--- src/rtl/instr_loader_pkg.sv ---
`default_nettype none
// ============================================================================
//  Module      : instr_loader_pkg
//  Description : Shared constants and types for the instruction loader:
//                op codes, instruction field bit positions, FSM state enum.
//  Revision    : 1.0 - initial release
// ============================================================================
package instr_loader_pkg;

    // Op codes carried in the op field
    localparam logic [1:0] OP_DP      = 2'd0;
    localparam logic [1:0] OP_MEM     = 2'd1;
    localparam logic [1:0] OP_BR      = 2'd2;
    localparam logic [1:0] OP_ILLEGAL = 2'd3;

    // Field widths
    localparam int COND_W  = 4;
    localparam int OP_W    = 2;
    localparam int FUNCT_W = 6;
    localparam int RN_W    = 4;
    localparam int RD_W    = 4;
    localparam int SRC2_W  = 12;
    localparam int WORD_W  = 32;

    // Field bit positions inside the 32-bit instruction word
    localparam int COND_MSB  = 31;
    localparam int COND_LSB  = 28;
    localparam int OP_MSB    = 27;
    localparam int OP_LSB    = 26;
    localparam int FUNCT_MSB = 25;
    localparam int FUNCT_LSB = 20;
    localparam int RN_MSB    = 19;
    localparam int RN_LSB    = 16;
    localparam int RD_MSB    = 15;
    localparam int RD_LSB    = 12;
    localparam int SRC2_MSB  = 11;
    localparam int SRC2_LSB  = 0;

    // Loader session states
    typedef enum logic [1:0] {
        ST_IDLE = 2'd0,
        ST_LOAD = 2'd1,
        ST_DONE = 2'd2
    } state_t;

    // True for the op value that must never be written to memory
    function automatic logic is_illegal_op(input logic [OP_W-1:0] op);
        return (op == OP_ILLEGAL);
    endfunction

endpackage : instr_loader_pkg
`default_nettype wire

--- src/rtl/instr_loader_if.sv ---
`default_nettype none
// ============================================================================
//  Module      : instr_loader_if
//  Description : Instruction-field handshake and instruction-memory write
//                bus between a field producer and the instruction loader.
//  Revision    : 1.0 - initial release
// ============================================================================
interface instr_loader_if #(
    parameter int AW = 6
) ();
    import instr_loader_pkg::*;

    // Field handshake
    logic                 in_valid;
    logic                 in_ready;
    logic [COND_W-1:0]    in_cond;
    logic [OP_W-1:0]      in_op;
    logic [FUNCT_W-1:0]   in_funct;
    logic [RN_W-1:0]      in_rn;
    logic [RD_W-1:0]      in_rd;
    logic [SRC2_W-1:0]    in_src2;

    // Instruction-memory write port
    logic                 mem_we;
    logic [AW-1:0]        mem_addr;
    logic [WORD_W-1:0]    mem_wdata;

    // Producer side: drives fields, observes ready and the memory writes
    modport master (
        output in_valid, in_cond, in_op, in_funct, in_rn, in_rd, in_src2,
        input  in_ready, mem_we, mem_addr, mem_wdata
    );

    // Loader side
    modport slave (
        input  in_valid, in_cond, in_op, in_funct, in_rn, in_rd, in_src2,
        output in_ready, mem_we, mem_addr, mem_wdata
    );

endinterface : instr_loader_if
`default_nettype wire

--- src/rtl/instr_loader_pack.sv ---
`default_nettype none
// ============================================================================
//  Module      : instr_pack
//  Description : Combinational packing of instruction fields into the
//                32-bit instruction word.
//  Revision    : 1.0 - initial release
// ============================================================================
module instr_pack
    import instr_loader_pkg::*;
(
    input  wire logic [COND_W-1:0]  cond,
    input  wire logic [OP_W-1:0]    op,
    input  wire logic [FUNCT_W-1:0] funct,
    input  wire logic [RN_W-1:0]    rn,
    input  wire logic [RD_W-1:0]    rd,
    input  wire logic [SRC2_W-1:0]  src2,
    output logic      [WORD_W-1:0]  word
);

    // Place each field at its fixed bit position
    always_comb begin
        word                     = '0;
        word[COND_MSB:COND_LSB]   = cond;
        word[OP_MSB:OP_LSB]       = op;
        word[FUNCT_MSB:FUNCT_LSB] = funct;
        word[RN_MSB:RN_LSB]       = rn;
        word[RD_MSB:RD_LSB]       = rd;
        word[SRC2_MSB:SRC2_LSB]   = src2;
    end

endmodule : instr_pack
`default_nettype wire

--- src/rtl/instr_loader.sv ---
`default_nettype none
// ============================================================================
//  Module      : instr_loader
//  Description : Loads a session of 'count' encoded instructions into the
//                instruction memory starting at 'base_addr'. Illegal ops
//                are dropped and flagged on a sticky error bit.
//  Revision    : 1.0 - initial release
// ============================================================================
module instr_loader
    import instr_loader_pkg::*;
#(
    parameter int AW = 6
) (
    input  wire logic          clk,
    input  wire logic          rst_n,
    input  wire logic          start,
    input  wire logic [AW-1:0] base_addr,
    input  wire logic [AW:0]   count,
    instr_loader_if.slave      bus,
    output logic               busy,
    output logic               done,
    output logic               err
);

    localparam logic [AW:0] c_rem_last = {{AW{1'b0}}, 1'b1};

    state_t              r_state;
    state_t              w_state_nxt;
    logic [AW-1:0]       r_addr;
    logic [AW:0]         r_rem;
    logic                r_err;
    logic                r_we;
    logic [AW-1:0]       r_mem_addr;
    logic [WORD_W-1:0]   r_mem_wdata;

    logic                w_ready;
    logic                w_xfer;
    logic                w_legal;
    logic                w_start_ok;
    logic [WORD_W-1:0]   w_word;

    // Field packer
    instr_pack u_pack (
        .cond  (bus.in_cond),
        .op    (bus.in_op),
        .funct (bus.in_funct),
        .rn    (bus.in_rn),
        .rd    (bus.in_rd),
        .src2  (bus.in_src2),
        .word  (w_word)
    );

    assign w_xfer     = bus.in_valid && w_ready;
    assign w_legal    = !is_illegal_op(bus.in_op);
    assign w_start_ok = (r_state == ST_IDLE) && start;

    // FSM state register
    always_ff @(posedge clk or negedge rst_n) begin
        if (!rst_n) begin
            r_state <= ST_IDLE;
        end else begin
            r_state <= w_state_nxt;
        end
    end

    // FSM next state: the last legal transfer moves straight to DONE so
    // that done coincides with the final write strobe
    always_comb begin
        w_state_nxt = r_state;
        case (r_state)
            ST_IDLE: begin
                if (start) begin
                    w_state_nxt = (count != '0) ? ST_LOAD : ST_DONE;
                end
            end
            ST_LOAD: begin
                if (w_xfer && w_legal && (r_rem == c_rem_last)) begin
                    w_state_nxt = ST_DONE;
                end
            end
            ST_DONE: begin
                w_state_nxt = ST_IDLE;
            end
            default: begin
                w_state_nxt = ST_IDLE;
            end
        endcase
    end

    // FSM outputs decoded from the current state
    always_comb begin
        w_ready = 1'b0;
        busy    = 1'b0;
        done    = 1'b0;
        case (r_state)
            ST_LOAD: begin
                w_ready = (r_rem != '0);
                busy    = 1'b1;
            end
            ST_DONE: begin
                done    = 1'b1;
            end
            default: begin
                w_ready = 1'b0;
            end
        endcase
    end

    // Session address / remaining counter, captured on start and stepped on
    // every legal transfer; illegal transfers leave them untouched
    always_ff @(posedge clk or negedge rst_n) begin
        if (!rst_n) begin
            r_addr <= '0;
            r_rem  <= '0;
        end else if (w_start_ok) begin
            r_addr <= base_addr;
            r_rem  <= count;
        end else if (w_xfer && w_legal) begin
            r_addr <= r_addr + 1'b1;
            r_rem  <= r_rem - 1'b1;
        end
    end

    // Sticky illegal-op flag, cleared only when a new session starts
    always_ff @(posedge clk or negedge rst_n) begin
        if (!rst_n) begin
            r_err <= 1'b0;
        end else if (w_start_ok) begin
            r_err <= 1'b0;
        end else if (w_xfer && !w_legal) begin
            r_err <= 1'b1;
        end
    end

    // Registered memory write port; address and data hold between writes
    always_ff @(posedge clk or negedge rst_n) begin
        if (!rst_n) begin
            r_we        <= 1'b0;
            r_mem_addr  <= '0;
            r_mem_wdata <= '0;
        end else begin
            r_we <= 1'b0;
            if (w_xfer && w_legal) begin
                r_we        <= 1'b1;
                r_mem_addr  <= r_addr;
                r_mem_wdata <= w_word;
            end
        end
    end

    assign bus.in_ready  = w_ready;
    assign bus.mem_we    = r_we;
    assign bus.mem_addr  = r_mem_addr;
    assign bus.mem_wdata = r_mem_wdata;
    assign err           = r_err;

endmodule : instr_loader
`default_nettype wire
--- src/flat_wrapper.sv ---
// flat-port wrapper written by rule: the top's interface ports become plain ports
module instr_loader_flat import instr_loader_pkg::*;
#(
    parameter int AW = 6
)
  (clk, rst_n, start, base_addr, count, busy, done, err, bus_in_valid, bus_in_cond, bus_in_op, bus_in_funct, bus_in_rn, bus_in_rd, bus_in_src2, bus_in_ready, bus_mem_we, bus_mem_addr, bus_mem_wdata);
  instr_loader_if #(.AW(AW)) bus_i ();
  input  wire logic clk;
  input  wire logic rst_n;
  input  wire logic start;
  input  wire logic [AW-1:0] base_addr;
  input  wire logic [AW:0] count;
  output logic busy;
  output logic done;
  output logic err;
  input wire logic [$bits(bus_i.in_valid)-1:0] bus_in_valid;
  input wire logic [$bits(bus_i.in_cond)-1:0] bus_in_cond;
  input wire logic [$bits(bus_i.in_op)-1:0] bus_in_op;
  input wire logic [$bits(bus_i.in_funct)-1:0] bus_in_funct;
  input wire logic [$bits(bus_i.in_rn)-1:0] bus_in_rn;
  input wire logic [$bits(bus_i.in_rd)-1:0] bus_in_rd;
  input wire logic [$bits(bus_i.in_src2)-1:0] bus_in_src2;
  output wire logic [$bits(bus_i.in_ready)-1:0] bus_in_ready;
  output wire logic [$bits(bus_i.mem_we)-1:0] bus_mem_we;
  output wire logic [$bits(bus_i.mem_addr)-1:0] bus_mem_addr;
  output wire logic [$bits(bus_i.mem_wdata)-1:0] bus_mem_wdata;
  assign bus_i.in_valid = bus_in_valid;
  assign bus_i.in_cond = bus_in_cond;
  assign bus_i.in_op = bus_in_op;
  assign bus_i.in_funct = bus_in_funct;
  assign bus_i.in_rn = bus_in_rn;
  assign bus_i.in_rd = bus_in_rd;
  assign bus_i.in_src2 = bus_in_src2;
  assign bus_in_ready = bus_i.in_ready;
  assign bus_mem_we = bus_i.mem_we;
  assign bus_mem_addr = bus_i.mem_addr;
  assign bus_mem_wdata = bus_i.mem_wdata;
  instr_loader #(.AW(AW)) u_core (.clk(clk), .rst_n(rst_n), .start(start), .base_addr(base_addr), .count(count), .bus(bus_i), .busy(busy), .done(done), .err(err));
endmodule
--- config.mk ---
export PLATFORM = sky130hd
export DESIGN_NAME = instr_loader_flat
export DESIGN_NICKNAME = d
export VERILOG_FILES = /design/src/rtl/instr_loader_pkg.sv /design/src/rtl/instr_loader_if.sv /design/src/rtl/instr_loader_pack.sv /design/src/rtl/instr_loader.sv /design/src/flat_wrapper.sv
export SDC_FILE = /design/constraint.sdc
export NUM_CORES = 1
export LEC_CHECK = 0
export ABC_CLOCK_PERIOD_IN_PS = 4740
export BUFFER_PORTS_ARGS = -buffer_cell sky130_fd_sc_hd__buf_4
export CAP_MARGIN = 20
export CORE_UTILIZATION = 40
export CTS_BUF_LIST = sky130_fd_sc_hd__clkbuf_16
export DETAILED_ROUTE_END_ITERATION = 16
export GPL_TIMING_DRIVEN = 0
export PLACE_DENSITY = 0.68
export SLEW_MARGIN = 20
export SYNTH_ARGS = -nofsm -noshare
export SYNTH_HDL_FRONTEND = slang
export SYNTH_SLANG_ARGS = --single-unit
--- constraint.sdc ---
create_clock -name clk -period 4.74 [get_ports clk]
set_input_delay 0.948 -clock clk [delete_from_list [all_inputs] [get_ports clk]]
set_output_delay 0.948 -clock clk [all_outputs]
set_load 0.02 [all_outputs]
==> run metrics, run 1 <==
Detailed Route WL 5.49 mm; via count 2014; GP Congestion between 0.8 and 0.9; Setup crit end kind primary output; Syn. warnings 0; Final Cycle Share about 53%; dpl hpwl 3.99 mm; WL per Instance 12.8 µm; GR Overflow Total 0; site row count 27; # setup viols final 0; most common cell after layout, fill and taps aside nand2_1; initial antenna violation count 0; pin count of the biggest net entering global routing 56; total clock sinks 55; routed vias/inst about 4.7; CTS tree yes; Worst-Skew Late Latency 0.29 ns; Die W 78.5 µm; Hold Crit Class register to register; antenna viol nets, final 0; Root Driver clkbuf_16; syn avg cell area 9.11 µm²; starting density of the core 42.0%; # DRC 0; status complete, no violations; Nets 407; Pins Over Slew Limit 0; maximum clock path buffer count 2; core area 5570 µm²; WP data required 3.79 ns; Synth area leaders dfrtp_1, nand2_1, nor2_1; Post-Syn Area between 2000 and 2500 µm²; first-pass GRT wire length 9.07 mm; Detailed Route Iter0 Violations 62; I/O Pins 92; area leader, netlist dfrtp_1; Die Ht 78.5 µm; CP Launch Type register; H-tree depth 2; sequential share of the synthesized area 58.8%; P_leak 1.85 nW; skew final about 0.009 ns; ys flop type dfrtp_1; WS Path Type register to primary output; vias in the first global route 1943; Post-synth EDFFs 0; peak supply drop 0.000152 V; commonest cells after routing, fill and taps aside nand2_1, buf_4, dfrtp_1; number of max-cap violations 0; WP data arrival 1.55 ns; Total GRT Usage 19.1%; CP max FO 6; Syn-to-layout area delta 39.1%; synthesis-stage register bit count 55; filler cell count 526; Slew headroom between 50% and 60%; Antenna Cells 0; Cells after DPL 420; Worst-path clk slew 0.07 ns; total negative setup slack 0 ns; layout cell share with drive strength beyond 1 31.2%; synth unique cells 38; post-CTS repair timing setup buffer count 0; Synth async-reset ratio 100%; Yosys top cell area share around 59%; Final Hold Vio Count 0; PwrDens 266 nW/µm²; Syn Nets roughly 310; Resized cells post-CTS 0; Finished Layout Cells 428; Worst Max-Slew Pin Slew 0.685 ns; drt pass-1 iters 4; cts hold-fix bufs 0; Final Total Pwr a little under 0.9 mW; TritonCTS Buffers 5; fin crit period about 2.5 ns; Post-Synthesis Cells 257; die area 6160 µm²; port bufs 91; RSZ-0062 raised after global routing no; f_max 400 MHz
[through the flow]
| step | hold WS (ns) | setup WS, ns | util (%) | cell area, µm² |
|---|---|---|---|---|
| after floorplan | 0.459 | 2.59 | - | 2340 |
| after global placement | 0.461 | 2.42 | 55.9 | 3110 |
| after detailed placement | 0.464 | 2.41 | 55.9 | 3110 |
| after CTS | 0.481 | 2.23 | 58.4 | 3260 |
| after global routing | 0.502 | 2.15 | 58.4 | 3260 |
| final | 0.478 | 2.24 | 58.4 | 3260 |
[power by group]
part	leakage (nW)	switching (mW)	internal, mW
logic	1.01	0.0167	0.0259
clock network	0.0710	0.161	0.193
registers	0.764	0	0.469
total	1.85	0.178	0.688
[critical path, stage by stage (launching register included)]
cell	delay, ns
dfrtp_1	0.47
inv_1	0.07
ha_1	0.23
nor3b_2	0.18
a21oi_1	0.15
buf_4	0.16
[per-layer routing]
metal | vias up | GRT usage, % | share of wire, %
li1 | 1028 | - | -
met1 | 929 | 25.2 | 45
met2 | 52 | 31.4 | 49
met3 | 5 | 3.72 | 4.9
met4 | 0 | 6.11 | 1.1
met5 | - | 0 | 0
[area by class of cell]
class	count	area, µm²	area share, %
Inverter	4	20.0	0.615
Sequential cell	55	1380	42.3
Buffer	10	45.0	1.38
Timing Repair Buffer	91	683	21.0
Clock inverter	3	16.3	0.500
Tap cell	72	90.1	2.77
Multi-Input combinational cell	188	900	27.6
Clock buffer	5	125	3.84
[cells by family (layout without fill, tap and decap cells)]
kind of cell               Yosys count  in the layout  synth area share [%]
buffers and inverters               14            113                  2.78
and+or+nand+nor                    159            159                  28.6
xor gates and xnor gates             4              4                  1.50
DFF                                 55             55                  58.8
AOI/OAI and AO/OA                   21             21                  6.31
adders and majority gates            3              3                  1.60
muxes                                1              1                 0.428
[state kept, by name, indices dropped and copies added, names as in the netlist]
register / flops
u_core.r_addr: 6
u_core.err: 1
u_core.r_state: 2
u_core.bus.mem_wdata: 32
u_core.bus.mem_we: 1
u_core.r_rem: 7
u_core.bus.mem_addr: 6
[final timing paths]
check                                        start                      end  slack, ns  cells past startpoint
max in group asynchronous                    rst_n  u_core.bus.mem_wdata[0]       3.58                      1
hold reg to reg            u_core.bus.mem_wdata[3]  u_core.bus.mem_wdata[3]       0.48                      2
hold / removal             u_core.bus.mem_wdata[3]  u_core.bus.mem_wdata[3]       0.48                      2
setup reg to reg                   u_core.r_rem[0]         u_core.r_addr[4]       2.52                      8
min in group asynchronous                    rst_n          u_core.r_rem[2]       0.68                      1
setup / recovery                   u_core.r_rem[0]             bus_in_ready       2.24                      5
[Yosys cell counts (2+ instances only)]
library cell  instances
nand2_1             119
dfrtp_1              55
nor2_1               18
buf_2                 6
nor3_1                5
a21oi_1               4
a21o_1                3
a221o_1               3
clkbuf_1              3
ha_1                  3
inv_1                 3
o21ai_0               3
and3_1                2
nand4_1               2
nor4_2                2
o21ai_1               2
xnor2_1               2
xor2_1                2
Power figures use the tool's default switching activity.
==> inputs of run 2 (changes only) <==
ABC_CLOCK_PERIOD_IN_PS = 2300   (was 4740)
PLACE_DENSITY = 0.7   (was 0.68)
clock period = 2.3 ns   (was 4.74 ns; I/O delays follow)
==> run 2 against run 1 <==
Net effect: worst hold slack got worse by 0.27 ns; count of clock-buffer cells in the layout unchanged; via count decreased by 0.25%; register-to-register slack got worse by 2.4 ns; cell area increased by 0.15%; sequential cell count unchanged; non-clock buffer count unchanged; power increased by 110%; clock skew decreased by 0.0022 ns.
==> run metrics, run 2 (synthesized netlist as in run 1, its figures left out) <==
status complete, no violations; CP max FO 10; Final Hold Vio Count 0; first-pass GRT wire length 8.93 mm; Root Driver clkbuf_16; layout cell share with drive strength beyond 1 31.2%; PwrDens 550 nW/µm²; WP data arrival 2.32 ns; Worst-Skew Late Latency 0.29 ns; WL per Instance about 13 µm; CP max-delay cell dfrtp_1; Syn-to-layout area delta 39.3%; fin crit period 2.15 ns; Final Cycle Share around 94%; delay-heaviest family, CP compound AO/OA/AOI/OAI gates; routed vias/inst 4.69; # DRC 0; commonest cells after routing, fill and taps aside nand2_1, buf_4, dfrtp_1; Die W 78.5 µm; Cells after DPL 420; WP data required 2.47 ns; Design Area, Final about 3300 µm²; skew final 0.00681 ns; CP Launch Type register; number of max-cap violations 0; Finished Layout Cells 428; cts hold-fix bufs 0; peak supply drop 0.000282 V; cells along the critical path inv_1 -> ha_1 -> nor3b_2 -> a221o_2 -> clkinv_4 -> nor2_2 -> a21o_1 -> a221o_1; dpl hpwl 3.97 mm; via count ~2000; die area 6160 µm²; core area 5570 µm²; Die Ht 78.5 µm; post-CTS repair timing setup buffer count 0; Resized cells post-CTS 0; Max stage delay on crit path 0.46 ns; GR Overflow Total 0; Worst Path Buf+Inv 2; filler cell count just over 500; Worst Max-Slew Pin Slew 0.686 ns; Antenna Cells 0; RSZ-0062 raised after global routing no; port bufs 91; P_leak around 1.9 nW; H-tree depth 2; pin count of the biggest net entering global routing 56; placed inst area 3110 µm²; drt pass-1 iters 4; Slew headroom 54.3%; antenna viol nets, final 0; f_max roughly 460 MHz; Detailed Route Iter0 Violations 108; Worst-path clk slew 0.07 ns; # setup viols final 0; total negative setup slack 0 ns; TritonCTS Buffers 5; total clock sinks 55; Setup crit end kind register; I/O Pins 92; GP Congestion 0.874; starting density of the core between 40% and 50%; CTS tree yes; most common cell after layout, fill and taps aside nand2_1; Total GRT Usage between 10% and 20%; Pins Over Slew Limit 0; WS Path Type register to register; vias in the first global route ~2000; maximum clock path buffer count 2; Detailed Route WL between 5 and 6 mm; Largest register FFs 32; initial antenna violation count 0; Hold Crit Class input port to async pin; site row count 27; Nets 407
-- run 2: changes by cell type in the layout (fill, tap and decap cells not counted), sizes merged --
cell,delta
clkinvlp,-1
clkinv,+1
-- run 2: cell type report --
class                      instances  area [µm²]  share of cell area, %
sequential                        55        1380                   42.2
clock inverter                     3        21.3                  0.652
inverter                           4        20.0                  0.614
tap                               72        90.1                   2.76
buffer                            10        45.0                   1.38
multi-input combinational        188         900                   27.6
clock buffer                       5         125                   3.84
timing repair buffer              91         683                   21.0
-- run 2: metrics by stage --
step | power (mW) | hold WS [ns] | setup WS [ns] | utilization (%)
2_1_floorplan | 0.990 | 0.164 | 0.352 | -
3_3_place_gp | 1.08 | 0.459 | 0.177 | 55.9
3_5_place_dp | 1.08 | 0.463 | 0.155 | 55.9
4_1_cts | 1.82 | 0.249 | 0.132 | 58.5
5_1_grt | 1.86 | 0.270 | 0.0392 | 58.5
6_report | 1.79 | 0.207 | 0.149 | 58.5
-- run 2: power by group --
group	switching (mW)	internal (mW)	leakage [nW]	total, mW
Clock	0.334	0.404	0.0752	0.738
Combinational	0.0344	0.0534	1.01	0.0877
Sequential	0	0.966	0.764	0.966
-- run 2: final timing paths --
path | startpoint | end | slack, ns | cells past startpoint
setup reg to reg | u_core.r_rem[0] | u_core.r_addr[4] | 0.15 | 8
hold / removal | rst_n | u_core.r_rem[3] | 0.21 | 1
min in group clk | bus_in_cond[3] | u_core.bus.mem_wdata[31] | 0.35 | 3
hold reg to reg | u_core.bus.mem_wdata[3] | u_core.bus.mem_wdata[3] | 0.47 | 2
max in group asynchronous | rst_n | u_core.bus.mem_wdata[11] | 1.63 | 1
setup / recovery | u_core.r_rem[0] | u_core.r_addr[4] | 0.15 | 8
-- run 2: per-layer routing --
layer | GRT usage [%] | part of all wire, % | vias up
met5 | 0 | 0 | -
met4 | 7.04 | 1.1 | 0
met3 | 3.95 | 4.4 | 7
met2 | 31.6 | 51 | 55
met1 | 23.0 | 44 | 923
li1 | - | - | 1024
